[config.mk]
export PLATFORM = sky130hd
export DESIGN_NAME = expr_tx
export DESIGN_NICKNAME = d
export VERILOG_FILES = /design/src/rtl/expr_pkg.sv /design/src/rtl/expr_tx_byte_fifo.sv /design/src/rtl/expr_tx.sv
export SDC_FILE = /design/constraint.sdc
export NUM_CORES = 1
export LEC_CHECK = 0
export CAP_MARGIN = 10
export CORE_AREA = 3 3 73 75
export DETAILED_ROUTE_END_ITERATION = 10
export DIE_AREA = 0 0 76 78
export PLACE_DENSITY = 0.58
export SLEW_MARGIN = 10
export SYNTH_ARGS = -nofsm -noshare
export SYNTH_HDL_FRONTEND = slang
export SYNTH_SLANG_ARGS = --single-unit
[constraint.sdc]
create_clock -name clk -period 3.1 [get_ports clk]
set_input_delay 0.62 -clock clk [delete_from_list [all_inputs] [get_ports clk]]
set_output_delay 0.62 -clock clk [all_outputs]
set_load 0.02 [all_outputs]
[src/rtl/expr_pkg.sv]
// Shared definitions for the expression transmit link.
// Contents:
//   ASCII constants        CH_ZERO, CH_PLUS, CH_MINUS, CH_MUL, CH_DIV
//   operator codes         OP_ADD, OP_SUB, OP_MUL, OP_DIV (tok_val[1:0])
//   grammar state encoding S_NUM, S_OP, S_SKIP
//   fifo_entry_t           {last, ch[7:0]} as stored in the output byte FIFO
//   digit_char / op_char   token-to-ASCII helpers
package expr_pkg;

  localparam logic [7:0] CH_ZERO  = 8'h30;
  localparam logic [7:0] CH_PLUS  = 8'h2B;
  localparam logic [7:0] CH_MINUS = 8'h2D;
  localparam logic [7:0] CH_MUL   = 8'h2A;
  localparam logic [7:0] CH_DIV   = 8'h2F;

  localparam logic [1:0] OP_ADD = 2'd0;
  localparam logic [1:0] OP_SUB = 2'd1;
  localparam logic [1:0] OP_MUL = 2'd2;
  localparam logic [1:0] OP_DIV = 2'd3;

  // Grammar state: expecting a digit, expecting an operator, or discarding
  // the remainder of a rejected expression.
  localparam logic [1:0] S_NUM  = 2'd0;
  localparam logic [1:0] S_OP   = 2'd1;
  localparam logic [1:0] S_SKIP = 2'd2;

  typedef struct packed {
    logic       last;
    logic [7:0] ch;
  } fifo_entry_t;

  localparam int ENTRY_W = $bits(fifo_entry_t);

  function automatic logic [7:0] digit_char(input logic [3:0] d);
    return CH_ZERO + {4'h0, d};
  endfunction

  function automatic logic [7:0] op_char(input logic [1:0] code);
    logic [7:0] ch;
    case (code)
      OP_ADD:  ch = CH_PLUS;
      OP_SUB:  ch = CH_MINUS;
      OP_MUL:  ch = CH_MUL;
      default: ch = CH_DIV;
    endcase
    return ch;
  endfunction

endpackage

[src/rtl/expr_tx_byte_fifo.sv]
// Small synchronous FIFO holding the characters waiting for the sink.
// Ports:
//   clk, clr       clock and synchronous active-high clear
//   push, push_data write one entry (ignored when full)
//   pop            remove the head entry (ignored when empty)
//   head           current head entry, valid whenever !empty
//   empty          no entries held
//   full_nxt       FIFO will be full after this clock edge
// DEPTH must be a power of two so the pointers wrap naturally.
module byte_fifo #(
  parameter int WIDTH = 9,
  parameter int DEPTH = 4
) (
  input  logic             clk,
  input  logic             clr,
  input  logic             push,
  input  logic [WIDTH-1:0] push_data,
  input  logic             pop,
  output logic [WIDTH-1:0] head,
  output logic             empty,
  output logic             full_nxt
);

  localparam int AW = $clog2(DEPTH);
  localparam int CW = AW + 1;   // one extra bit so full and empty differ

  logic [WIDTH-1:0] mem_q [DEPTH];
  logic [AW-1:0]    wr_ptr_q, wr_ptr_d;
  logic [AW-1:0]    rd_ptr_q, rd_ptr_d;
  logic [CW-1:0]    count_q,  count_d;
  logic             full;
  logic             do_push;
  logic             do_pop;

  assign empty   = (count_q == '0);
  assign full    = (count_q == CW'(DEPTH));
  assign do_push = push & ~full;
  assign do_pop  = pop & ~empty;

  always_comb begin
    wr_ptr_d = wr_ptr_q + AW'(do_push);
    rd_ptr_d = rd_ptr_q + AW'(do_pop);
    count_d  = count_q + CW'(do_push) - CW'(do_pop);
  end

  assign full_nxt = (count_d == CW'(DEPTH));
  assign head     = mem_q[rd_ptr_q];

  // NOTE: state registers use non-blocking assignments so every flop samples
  // the pre-edge values, independent of statement order.
  always_ff @(posedge clk) begin
    if (clr) begin
      wr_ptr_q <= '0;
      rd_ptr_q <= '0;
      count_q  <= '0;
    end else begin
      wr_ptr_q <= wr_ptr_d;
      rd_ptr_q <= rd_ptr_d;
      count_q  <= count_d;
    end
  end

  // NOTE: the storage array has no reset; an entry is only read after it has
  // been written, so clearing the pointers is enough and keeps the array cheap.
  always_ff @(posedge clk) begin
    if (do_push) mem_q[wr_ptr_q] <= push_data;
  end

endmodule

[src/rtl/expr_tx.sv]
// Transmit end of the ASCII expression link.
// Accepts digit/operator tokens, checks them against the grammar
// digit (op digit)* and queues the ASCII characters of well-formed tokens
// for a sink that takes one character per handshake.
// Ports:
//   clk, clr                       clock, synchronous active-high clear
//   tok_valid/tok_ready            token handshake
//   tok_op, tok_val, tok_last      token kind, value, end-of-expression flag
//   out, out_valid/out_ready       character handshake (out = 0 when idle)
//   err                            one-cycle pulse: expression rejected
//   done                           one-cycle pulse: final character taken
module expr_tx
  import expr_pkg::*;
#(
  parameter int DEPTH = 4
) (
  input  logic       clk,
  input  logic       clr,
  input  logic       tok_valid,
  output logic       tok_ready,
  input  logic       tok_op,
  input  logic [3:0] tok_val,
  input  logic       tok_last,
  output logic [7:0] out,
  output logic       out_valid,
  input  logic       out_ready,
  output logic       err,
  output logic       done
);

  logic [1:0]  state_q, state_d;
  logic        err_q, err_d;
  logic        done_q, done_d;
  logic        tok_ready_q, tok_ready_d;

  logic        accept;
  logic        reject;
  logic        push;
  fifo_entry_t push_entry;
  logic        pop;
  fifo_entry_t head_entry;
  logic [ENTRY_W-1:0] head_raw;
  logic        fifo_empty;
  logic        fifo_full_nxt;

  assign accept = tok_valid & tok_ready_q;

  // NOTE: every signal assigned here gets a default first, so no path leaves
  // one unassigned and no latch is inferred.
  always_comb begin
    state_d    = state_q;
    reject     = 1'b0;
    push       = 1'b0;
    push_entry = '0;
    if (accept) begin
      case (state_q)
        S_NUM: begin
          if (!tok_op && tok_val <= 4'd9) begin
            push       = 1'b1;
            push_entry = '{last: tok_last, ch: digit_char(tok_val)};
            state_d    = tok_last ? S_NUM : S_OP;
          end else begin
            reject = 1'b1;
          end
        end
        S_OP: begin
          // A trailing operator is as malformed as an unknown one.
          if (tok_op && tok_val[3:2] == 2'b00 && !tok_last) begin
            push       = 1'b1;
            push_entry = '{last: 1'b0, ch: op_char(tok_val[1:0])};
            state_d    = S_NUM;
          end else begin
            reject = 1'b1;
          end
        end
        S_SKIP: begin
          if (tok_last) state_d = S_NUM;
        end
        default: state_d = S_NUM;
      endcase
      if (reject) state_d = tok_last ? S_NUM : S_SKIP;
    end
  end

  assign head_entry = fifo_entry_t'(head_raw);
  assign pop        = out_ready & ~fifo_empty;

  always_comb begin
    err_d  = reject;
    done_d = pop & head_entry.last;
    // Dropping tokens needs no FIFO space, so skipping never back-pressures.
    // The ready flag follows the post-edge occupancy, so a pop from a full
    // FIFO reopens the token side one cycle later.
    tok_ready_d = (state_d == S_SKIP) | ~fifo_full_nxt;
  end

  always_ff @(posedge clk) begin
    if (clr) begin
      state_q     <= S_NUM;
      err_q       <= 1'b0;
      done_q      <= 1'b0;
      tok_ready_q <= 1'b1;
    end else begin
      state_q     <= state_d;
      err_q       <= err_d;
      done_q      <= done_d;
      tok_ready_q <= tok_ready_d;
    end
  end

  byte_fifo #(
    .WIDTH (ENTRY_W),
    .DEPTH (DEPTH)
  ) u_fifo (
    .clk       (clk),
    .clr       (clr),
    .push      (push),
    .push_data (push_entry),
    .pop       (pop),
    .head      (head_raw),
    .empty     (fifo_empty),
    .full_nxt  (fifo_full_nxt)
  );

  assign tok_ready = tok_ready_q;
  assign out_valid = ~fifo_empty;
  assign out       = fifo_empty ? 8'h00 : head_entry.ch;
  assign err       = err_q;
  assign done      = done_q;

endmodule
**After elaboration in Yosys (flattened, before gate mapping)**

Memory sizes are Yosys's and may differ from the RTL's. A register that Yosys moved wholly into a read port is not among the register bits.
Index checks and enable logic that the tools add are counted.

- Bits in registers: 12
- Word-level logic and storage cells: 66
- Memories kept: 1
- Bits in writable memories: 36

- Reduce and logical (&&, ||, !) cells: 10
- Muxes and demuxes: 25
- $lt $le $gt $ge: 1
- Bitwise gates (word level): 10
- Equal/unequal tests: 7
- $add $sub $neg: 5

Memories:

| memory | words | width | read ports | clocked after memory_dff | write ports | line | RTL |
|---|---|---|---|---|---|---|---|
| u_fifo.mem_q | 4 | 9 | 1 | 1 | 1 | expr_tx_byte_fifo.sv:27 | `logic [WIDTH-1:0] mem_q [DEPTH];` |

Operators by type and width:

| kind | count |
|---|---|
| 2-to-1 mux 9 bit | 2 |
| case mux 9 bit (2 select lines) | 1 |
| 2-to-1 mux 2 bit | 7 |
| 2-to-1 mux 1 bit | 9 |
| case mux 3 bit (3 select lines) | 1 |
| 2-to-1 mux 8 bit | 1 |
| adder 6 x 4 -> 7 bit, first input constant | 1 |
| equality test 2 bit, second input constant | 3 |
| equality test 3 bit, second input constant | 2 |
| zero test 2 bit | 3 |
| 2-to-1 mux 6 bit | 1 |
| case mux 2 bit (3 select lines) | 1 |
| AND 1 bit | 5 |
| adder 2 x 1 -> 2 bit | 2 |
| equality test 2 x 1 -> 1 bit, second input constant | 2 |
| <= comparator 4 bit, second input constant | 1 |
| inverter 1 bit | 4 |
| case mux 1 bit (2 select lines) | 2 |
| adder 3 x 1 -> 3 bit | 1 |
| logical AND 1 bit | 3 |
| zero test 3 bit | 1 |
| subtractor 3 x 1 -> 3 bit | 1 |
| zero test 1 bit | 2 |
| OR reduction 2 bit | 1 |
| OR 1 bit | 1 |

**Depth between registers and ports, before layout**

Gate-level depths: netlist of the first run.

- Depth after elaboration: 12
- Depth in mapped cells: 10
- Depth with buffers taken out: 9

**Hierarchy**

A second synthesis of the first run with hierarchy kept.

- Cells, all modules: 140
- Area, all modules: 2,100.8 um^2

By module, submodules not included:

| module | times used | area an instance (um^2) | cells each |
|---|---|---|---|
| byte_fifo | 1 | 1,664.1 | 83 |
| expr_tx | 1 | 436.7 | 57 |

**Worst setup path before layout of the first run**

OpenSTA, ideal clock, no wires.

- Path type: input-to-reg
- Start point: input tok_val[2]
- End point: register tok_ready_q, in the netlist tok_ready
- Data arrival time: 2.374 ns
- Stages: 8
- Setup time: 0.142 ns
- Path slack: 0.584 ns
- Data required time: 2.958 ns
- Buffers on the path: 1
- Cells stage by stage: and4bb_4 buf_6 a22oi_4 nor3b_1 ha_1 fa_1 nor4_1 o311ai_1

- Cells in the longest elaborated chain, start to end: 12

Ends and longest elaborated chain:

| item | line | RTL |
|---|---|---|
| start, declared | expr_tx.sv:22 | `input logic [3:0] tok_val,` |
| parallel branches: the longest is 4 deep, another holds <= comparator 4 bit | n/a |  |
| case mux 1 bit (2 select lines) (*) | expr_tx.sv:56 | `case (state_q)` |
| 2-to-1 mux 1 bit (*) | expr_tx.sv:55 | `if (accept) begin` |
| AND 1 bit (*) | expr_tx_byte_fifo.sv:37 | `assign do_push = push & ~full;` |
| adder 3 x 1 -> 3 bit (*) | expr_tx_byte_fifo.sv:43 | `count_d = count_q + CW'(do_push) - CW'(do_pop);` |
| subtractor 3 x 1 -> 3 bit (*) | expr_tx_byte_fifo.sv:43 |  |
| via u_fifo.count_d[1] | expr_tx_byte_fifo.sv:30 | `logic [CW-1:0] count_q, count_d;` |
| equality test 3 bit (*) | expr_tx_byte_fifo.sv:46 | `assign full_nxt = (count_d == CW'(DEPTH));` |
| inverter 1 bit (*) | expr_tx.sv:94 | `tok_ready_d = (state_d == S_SKIP) \| ~fifo_full_nxt;` |
| OR 1 bit (*) | expr_tx.sv:94 |  |
| end signal, assigned | expr_tx.sv:107 | `tok_ready_q <= tok_ready_d;` |
| end, declared | expr_tx.sv:34 | `logic tok_ready_q, tok_ready_d;` |

Mark *: on every way through the listed nets, which the timed path passes. The select of a mux whose other input is x is not followed.
A chain may end at the register's enable or synchronous reset.

**Final worst setup path of the first run**

- Start point: input tok_val[3]
- End point: register tok_ready_q, in the netlist tok_ready

The elaborated chain is that of the path after synthesis.

==> results.md, run 1 <==
- Setup CP Type: in2reg
- Most frequent cells in the layout: edfxtp_1 (28), clkdlybuf4s50_1 (19), nor2b_1 (12), dfxtp_1 (12), buf_4 (12)
- Outcome: finished clean
- DRT iter0 DRCs: 61
- Tcrit/Tclk final: 0.902
- Synth Warn #: 0
- Final setup fails: 0
- DRC Markers: 0
- Crit path launch type: input port
- Initial core utilization: 0.395
- Die width: 76 um
- RSZ-0062 raised after global routing: false
- Crit-path leading delay family: simple AND/OR/NAND/NOR gates
- Synth unique cells: 41
- CP max-delay cell: clkdlybuf4s50_1
- Postcts setup bufs: 0
- Worst-path clk slew: 0.07 ns
- Via/cell ratio: 4.99
- CTS Buffer Depth: 2
- Cells on Worst Hold Path: 2
- Slew HR: 0.654
- Nets: 183
- Number of buffers created by CTS: 5
- Die height: 78 um
- Clk_skew: 0.00799 ns
- Placer Congestion: 0.890
- Largest net degree at the start of global routing: 14
- Crit path time final: 2.80 ns
- Port bufs: 19
- # fillers: 429
- Core footprint: 4720 um2
- R2R depth: 7
- Site Rows: 25
- WP data required: 3.25 ns
- Die ar.: 5930 um2
- Critical path arrival: 2.95 ns
- Mapped Area: 1870 um2
- FMAX: 358 MHz
- Root Driver: clkbuf_8
- P_leak: 0.000819 uW
- Worst Setup End Kind: flop
- Seq/Total Area, Yosys: 0.579
- Total number of vias: 1,177
- Number of routed nets with antenna violations: 0
- Worst reg2reg startpoint: state_q[0]
- Buf+Inv Stages, Crit Path: 1
- Mapped Cells: 137
- FF-to-FF setup slack: 0.69 ns
- Placed cell areas: 2170 um2
- TritonCTS clock tree: built
- Type of the tightest min-delay check: reg2reg
- Worst-Skew Late Latency: 0.29 ns
- Gr usage total: 0.131
- Hold Path End: u_fifo.wr_ptr_q[1]
- Design Power: 1600 uW
- Final Hold Viols: 0
- FF+latch count, synth: 40
- PD cells: 710 nW/um2
- Max FO, Critical Path: 6
- Hold Startpoint: u_fifo.wr_ptr_q[1]
- Final wirelength: 3.42 mm
- Max VDD drop: 0.273 mV
- Total grt overflow: 0
- Post-CTS resize count: 0
- Share of post-route cells with drive strength above 1: 0.178
- Vias in the first global route: 1,239
- Avg Inst Size Synth: 13.6 um2
- Max-cap violations: 0
- H-tree depth: 2
- CTS Sinks: 40
- Largest stage delay, worst path: 0.50 ns
- Slew @ Worst Pin: 0.518 ns
- Global-route wire length before repair: 6.02 mm
- Max-slew violations: 0
- P&R area growth vs syn: 20.8%
- CP cell instances: clkdlybuf4s50_1 -> and4bb_4 -> a22oi_4 -> nor3b_1 -> ha_1 -> fa_1 -> nor4_1 -> o311ai_1
- Post-route cell area: 2260 um2
- Initial antenna violation count: 0
- Inserted Diodes: 0
- Detailed placement HPWL: 2.61 mm
- R2R Path End: tok_ready
- I/O pin cnt: 22
- CTS hold repair buffers: 0
- Routed WL per cell: 14.5 um
- Iteration count of the initial detailed-routing pass: 4
- Most common cell after layout, fill and taps aside: edfxtp_1
- Hold slack: 0.564 ns
-- through the flow --
step / std cells / setup WS [ns] / setup TNS, ns / utilization
3_3_place_gp: 228 / 0.118 / 0 / 0.460
5_1_grt: 236 / 0.137 / 0 / 0.478
3_5_place_dp: 228 / -0.00406 / -0.00406 / 0.460
6_report: 236 / 0.304 / 0 / 0.478
4_1_cts: 236 / 0.252 / 0 / 0.478
2_1_floorplan: 138 / 0.584 / 0 / -
-- tightest hold or removal path, stage by stage (launching register included) --
cell,delay [ns]
dfxtp_1,0.35
xnor2_1,0.14
nor2_1,0.04
-- worst max path at each step --
stage	start	to	slack (ns)	depth (start not counted)
global route	u_fifo.rd_ptr_q[0]	out[1]	0.14	3
detailed placement	tok_val[3]	tok_ready	-0.004	8
global placement	tok_val[2]	tok_ready	0.12	8
floorplan	tok_val[2]	tok_ready	0.58	8
CTS	u_fifo.rd_ptr_q[0]	out[2]	0.25	3
finish	tok_val[3]	tok_ready	0.30	8
-- power by group --
group | switching (uW) | total [uW] | internal (uW)
registers | 60.2 | 686 | 626
logic | 275 | 595 | 320
clock network | 162 | 320 | 158
total | 497 | 1600 | 1100
-- cell families (layout without fill, tap and decap cells) --
kind of cell	after synthesis	in the layout	share of synthesized area
flops	40	40	0.579
compound gates	13	13	0.0576
xor+xnor	3	3	0.0221
buf+inv	16	47	0.0483
fa+ha+maj	5	5	0.0375
simple gates	51	51	0.164
other cells	1	2	0.00201
mux	8	8	0.0898
-- area by class of cell --
cell class,count,area (um2),area share
clock buffer,7,76.3,0.0338
sequential,40,1080,0.479
tap,67,83.8,0.0372
inverter,8,30.0,0.0133
timing repair buffer,31,280,0.124
multi-input combinational,82,699,0.310
clock inverter,1,5.00,0.00222
-- synthesized netlist by cell type, drive strengths merged --
cell type	instances	share of area
edfxtp	28	0.45
dfxtp	12	0.13
nor2b	12	0.040
nor2	11	0.022
nor3	10	0.029
inv	8	0.016
mux4	7	0.084
buf	6	0.028
ha	4	0.027
nand2	4	0.0080
a31oi	3	0.010
clkbuf	2	0.0040
nand3	2	0.0054
nand3b	2	0.0080
nor3b	2	0.011
o21ai	2	0.0054
o311ai	2	0.0094
or3b	2	0.0094
xnor2	2	0.0094
a2111o	1	0.0060
a21oi	1	0.0027
a22oi	1	0.011
a32oi	1	0.0047
and3b	1	0.0047
and4bb	1	0.0087
conb	1	0.0020
fa	1	0.011
mux2i	1	0.0054
nor4	1	0.0034
nor4b	1	0.0047
nor4bb	1	0.0054
o21a	1	0.0040
o31ai	1	0.0040
or2	1	0.0034
xor3	1	0.013
-- registers in the layout, summed over array words and instances (netlist names) --
name and count:
u_fifo.mem_q 28, state_q 2, err 1, u_fifo.wr_ptr_q 2
u_fifo.count_q 3, tok_ready 1, done 1, u_fifo.rd_ptr_q 2
-- layer usage --
| layer | wire length [um] | vias up | track usage |
|---|---|---|---|
| met5 | 0 | - | 0 |
| li1 | - | 569 | - |
| met2 | 1850 | 35 | 0.241 |
| met3 | 157 | 5 | 0.0371 |
| met4 | 39 | 0 | 0.0435 |
| met1 | 1370 | 568 | 0.144 |
No activity file was read; power rests on OpenSTA's default activity.
==> inputs of run 2 (changes only) <==
--- a/config.mk
+++ b/config.mk
@@ -5,11 +5,13 @@
 export SDC_FILE = /design/constraint.sdc
 export NUM_CORES = 1
 export LEC_CHECK = 0
+export ABC_AREA = 1
 export CAP_MARGIN = 10
-export CORE_AREA = 3 3 73 75
+export CORE_AREA = 3 3 71 73
 export DETAILED_ROUTE_END_ITERATION = 10
-export DIE_AREA = 0 0 76 78
-export PLACE_DENSITY = 0.58
+export DIE_AREA = 0 0 74 76
+export GPL_TIMING_DRIVEN = 1
+export PLACE_DENSITY = 0.59
 export SLEW_MARGIN = 10
 export SYNTH_ARGS = -nofsm -noshare
 export SYNTH_HDL_FRONTEND = slang
==> run 2 against run 1 <==
  * Critical path depth is 2 lower
  * Cell area down 5.2%
  * Setup slack improved by 0.056 ns
  * Cell count up 13%
  * Count of clock-buffer cells in the layout unchanged
  * Sequential cell count did not move
  * Hold slack got worse by 0.0058 ns
  * Critical endpoint is now out[5]
  * Largest power group unchanged
==> results.md, run 2 <==
- Outcome: finished clean
- Slew @ Worst Pin: 0.503 ns
- Yosys top cell by area: edfxtp_1
- P&R area growth vs syn: 19.9%
- Setup CP Type: reg2out
- Nets: 228
- # fillers: 427
- Routed WL per cell: 12.6 um
- Placer Congestion: 0.768
- Max-cap violations: 0
- Die ar.: 5620 um2
- Area contributors post-synth: edfxtp_1 (47%), dfxtp_1 (13%), nor2_1 (10%)
- Die height: 76 um
- Post-synth EDFFs: 28
- CTS hold repair buffers: 0
- Type of the tightest min-delay check: reg2reg
- Fin util: 0.485
- Max VDD drop: 0.434 mV
- Postcts setup bufs: 0
- I/O pin cnt: 22
- Worst-Skew Late Latency: 0.28 ns
- Ys flop type: edfxtp_1
- WP data required: 2.48 ns
- Worst Setup End Kind: output pin
- Post-route setup TNS: 0 ns
- Yosys top cell area share: 0.471
- Sw Pwr: 560 uW
- Number of flip-flops in the largest register: 28
- Global-route wire length before repair: 5.84 mm
- Gr usage total: 0.138
- Most frequent cell after synthesis: nor2_1
- Commonest cells in the netlist: nor2_1 (49), edfxtp_1 (28), inv_1 (23)
- Core footprint: 4410 um2
- Gate power share: 0.387
- Tcrit/Tclk final: 0.884
- Synth unique cells: 25
- Number of routed nets with antenna violations: 0
- Site Rows: 24
- PD cells: 748 nW/um2
- H-tree depth: 2
- P_leak: 0.000868 uW
- Crit path time final: 2.74 ns
- Critical path arrival: 2.12 ns
- Crit path launch type: flop
- Clock share of power: 0.198
- Via/cell ratio: 4.77
- Clk_skew: 0.00637 ns
- Largest net degree at the start of global routing: 15
- Share of post-route cells with drive strength above 1: 0.0935
- Detailed placement HPWL: 2.47 mm
- Vias in the first global route: 1,261
- Post-CTS resize count: 0
- Avg Inst Size Synth: 9.64 um2
- CTS Sinks: 40
- FF+latch count, synth: 40
- Iteration count of the initial detailed-routing pass: 4
- Post-synth ARST share: 0
- TritonCTS clock tree: built
- Regs by FF count: u_fifo.mem_q (28), u_fifo.count_q (3)
- Slew HR: 0.662
- Root Driver: clkbuf_8
- DRC Markers: 0
- Inserted Diodes: 0
- Mapped Area: 1780 um2
- Largest Register: u_fifo.mem_q
- Synth Warn #: 0
- Max FO, Critical Path: 10
- Final setup fails: 0
- FMAX: 365 MHz
- Die width: 74 um
- Initial antenna violation count: 0
- Total number of vias: 1,270
- Most common cell after layout, fill and taps aside: nor2_1
- Final Hold Viols: 0
- CTS Buffer Depth: 2
- Total grt overflow: 0
- Most frequent cells in the layout: nor2_1 (49), edfxtp_1 (28), inv_1 (23)
- Mapped Cells: 185
- Initial core utilization: 0.404
- DRT iter0 DRCs: 94
- Switch share: 0.350
- RSZ-0062 raised after global routing: false
- Final wirelength: 3.35 mm
- Worst-path clk slew: 0.07 ns
- Max-slew violations: 0
- Int Power: 1040 uW
- Seq/Total Area, Yosys: 0.606
- Sequential share of power: 0.415
- Number of buffers created by CTS: 5
- Port bufs: 19
## run 2: cell count changes in the layout (fill, tap and decap cells not counted), sizes merged, moves of 9 or more
cell / change
nor2: +38
nor2b: -12
nand2: +15
inv: +16
o21ai: +13
a21oi: +9
## run 2: path summary, 6_finish.rpt
| check | startpoint | end | slack [ns] | cells past startpoint |
|---|---|---|---|---|
| max | u_fifo.rd_ptr_q[0] | out[5] | 0.36 | 6 |
| min | u_fifo.wr_ptr_q[1] | u_fifo.wr_ptr_q[1] | 0.56 | 2 |
| max reg2reg | u_fifo.count_q[2] | tok_ready | 0.79 | 14 |
| min reg2reg | u_fifo.wr_ptr_q[1] | u_fifo.wr_ptr_q[1] | 0.56 | 2 |
## run 2: power groups by stage
stage / Clock, uW / Combinational [uW] / Sequential, uW
after floorplan: 0 / 389 / 672
after global placement: 0 / 616 / 675
after detailed placement: 0 / 626 / 676
after CTS: 331 / 628 / 665
after global routing: 357 / 703 / 673
final: 317 / 619 / 665
## run 2: cells by family (layout without fill, tap and decap cells)
kind of cell    after synthesis  after routing  share of synthesized area
compound gates               27             27                     0.0800
xor+xnor                      4              4                     0.0196
fa+ha+maj                     5              5                     0.0393
buf+inv                      30             58                     0.0715
flops                        40             40                      0.606
other cells                   1              2                    0.00210
simple gates                 78             78                      0.182
## run 2: layout make-up
type                            count  area, um2  share of cell area
Clock inverter                      1       5.00             0.00234
Inverter                           24       90.1              0.0421
Multi-Input combinational cell    116        579               0.271
Timing Repair Buffer               26        243               0.113
Sequential cell                    40       1080               0.505
Clock buffer                        7       76.3              0.0357
Tap cell                           52       65.1              0.0304
## run 2: through the flow
| step | area (um2) | setup slack [ns] | power, uW | instances | hold slack, ns |
|---|---|---|---|---|---|
| detailed placement | 2060 | 0.271 | 1300 | 258 | 0.537 |
| global placement | 2060 | 0.359 | 1290 | 258 | 0.533 |
| CTS | 2140 | 0.330 | 1620 | 266 | 0.558 |
| floorplan | 1790 | 0.776 | 1060 | 186 | 0.510 |
| global route | 2140 | 0.179 | 1730 | 266 | 0.588 |
| finish | 2140 | 0.360 | 1600 | 266 | 0.559 |
## run 2: routing by layer
layer / vias to the layer above / track usage / routed length [um]
li1: 652 / - / -
met1: 581 / 0.162 / 1400
met2: 29 / 0.223 / 1670
met3: 8 / 0.0501 / 194
met4: 0 / 0.0562 / 78
met5: - / 0 / 0
## run 2: worst max-delay path, stage by stage, from the launching register on
cell             delay, ns
dfxtp_1               0.57
buf_4                 0.23
nor2_1                0.05
nor2_1                0.07
o21ai_0               0.08
a21oi_1               0.20
clkdlybuf4s50_1       0.64
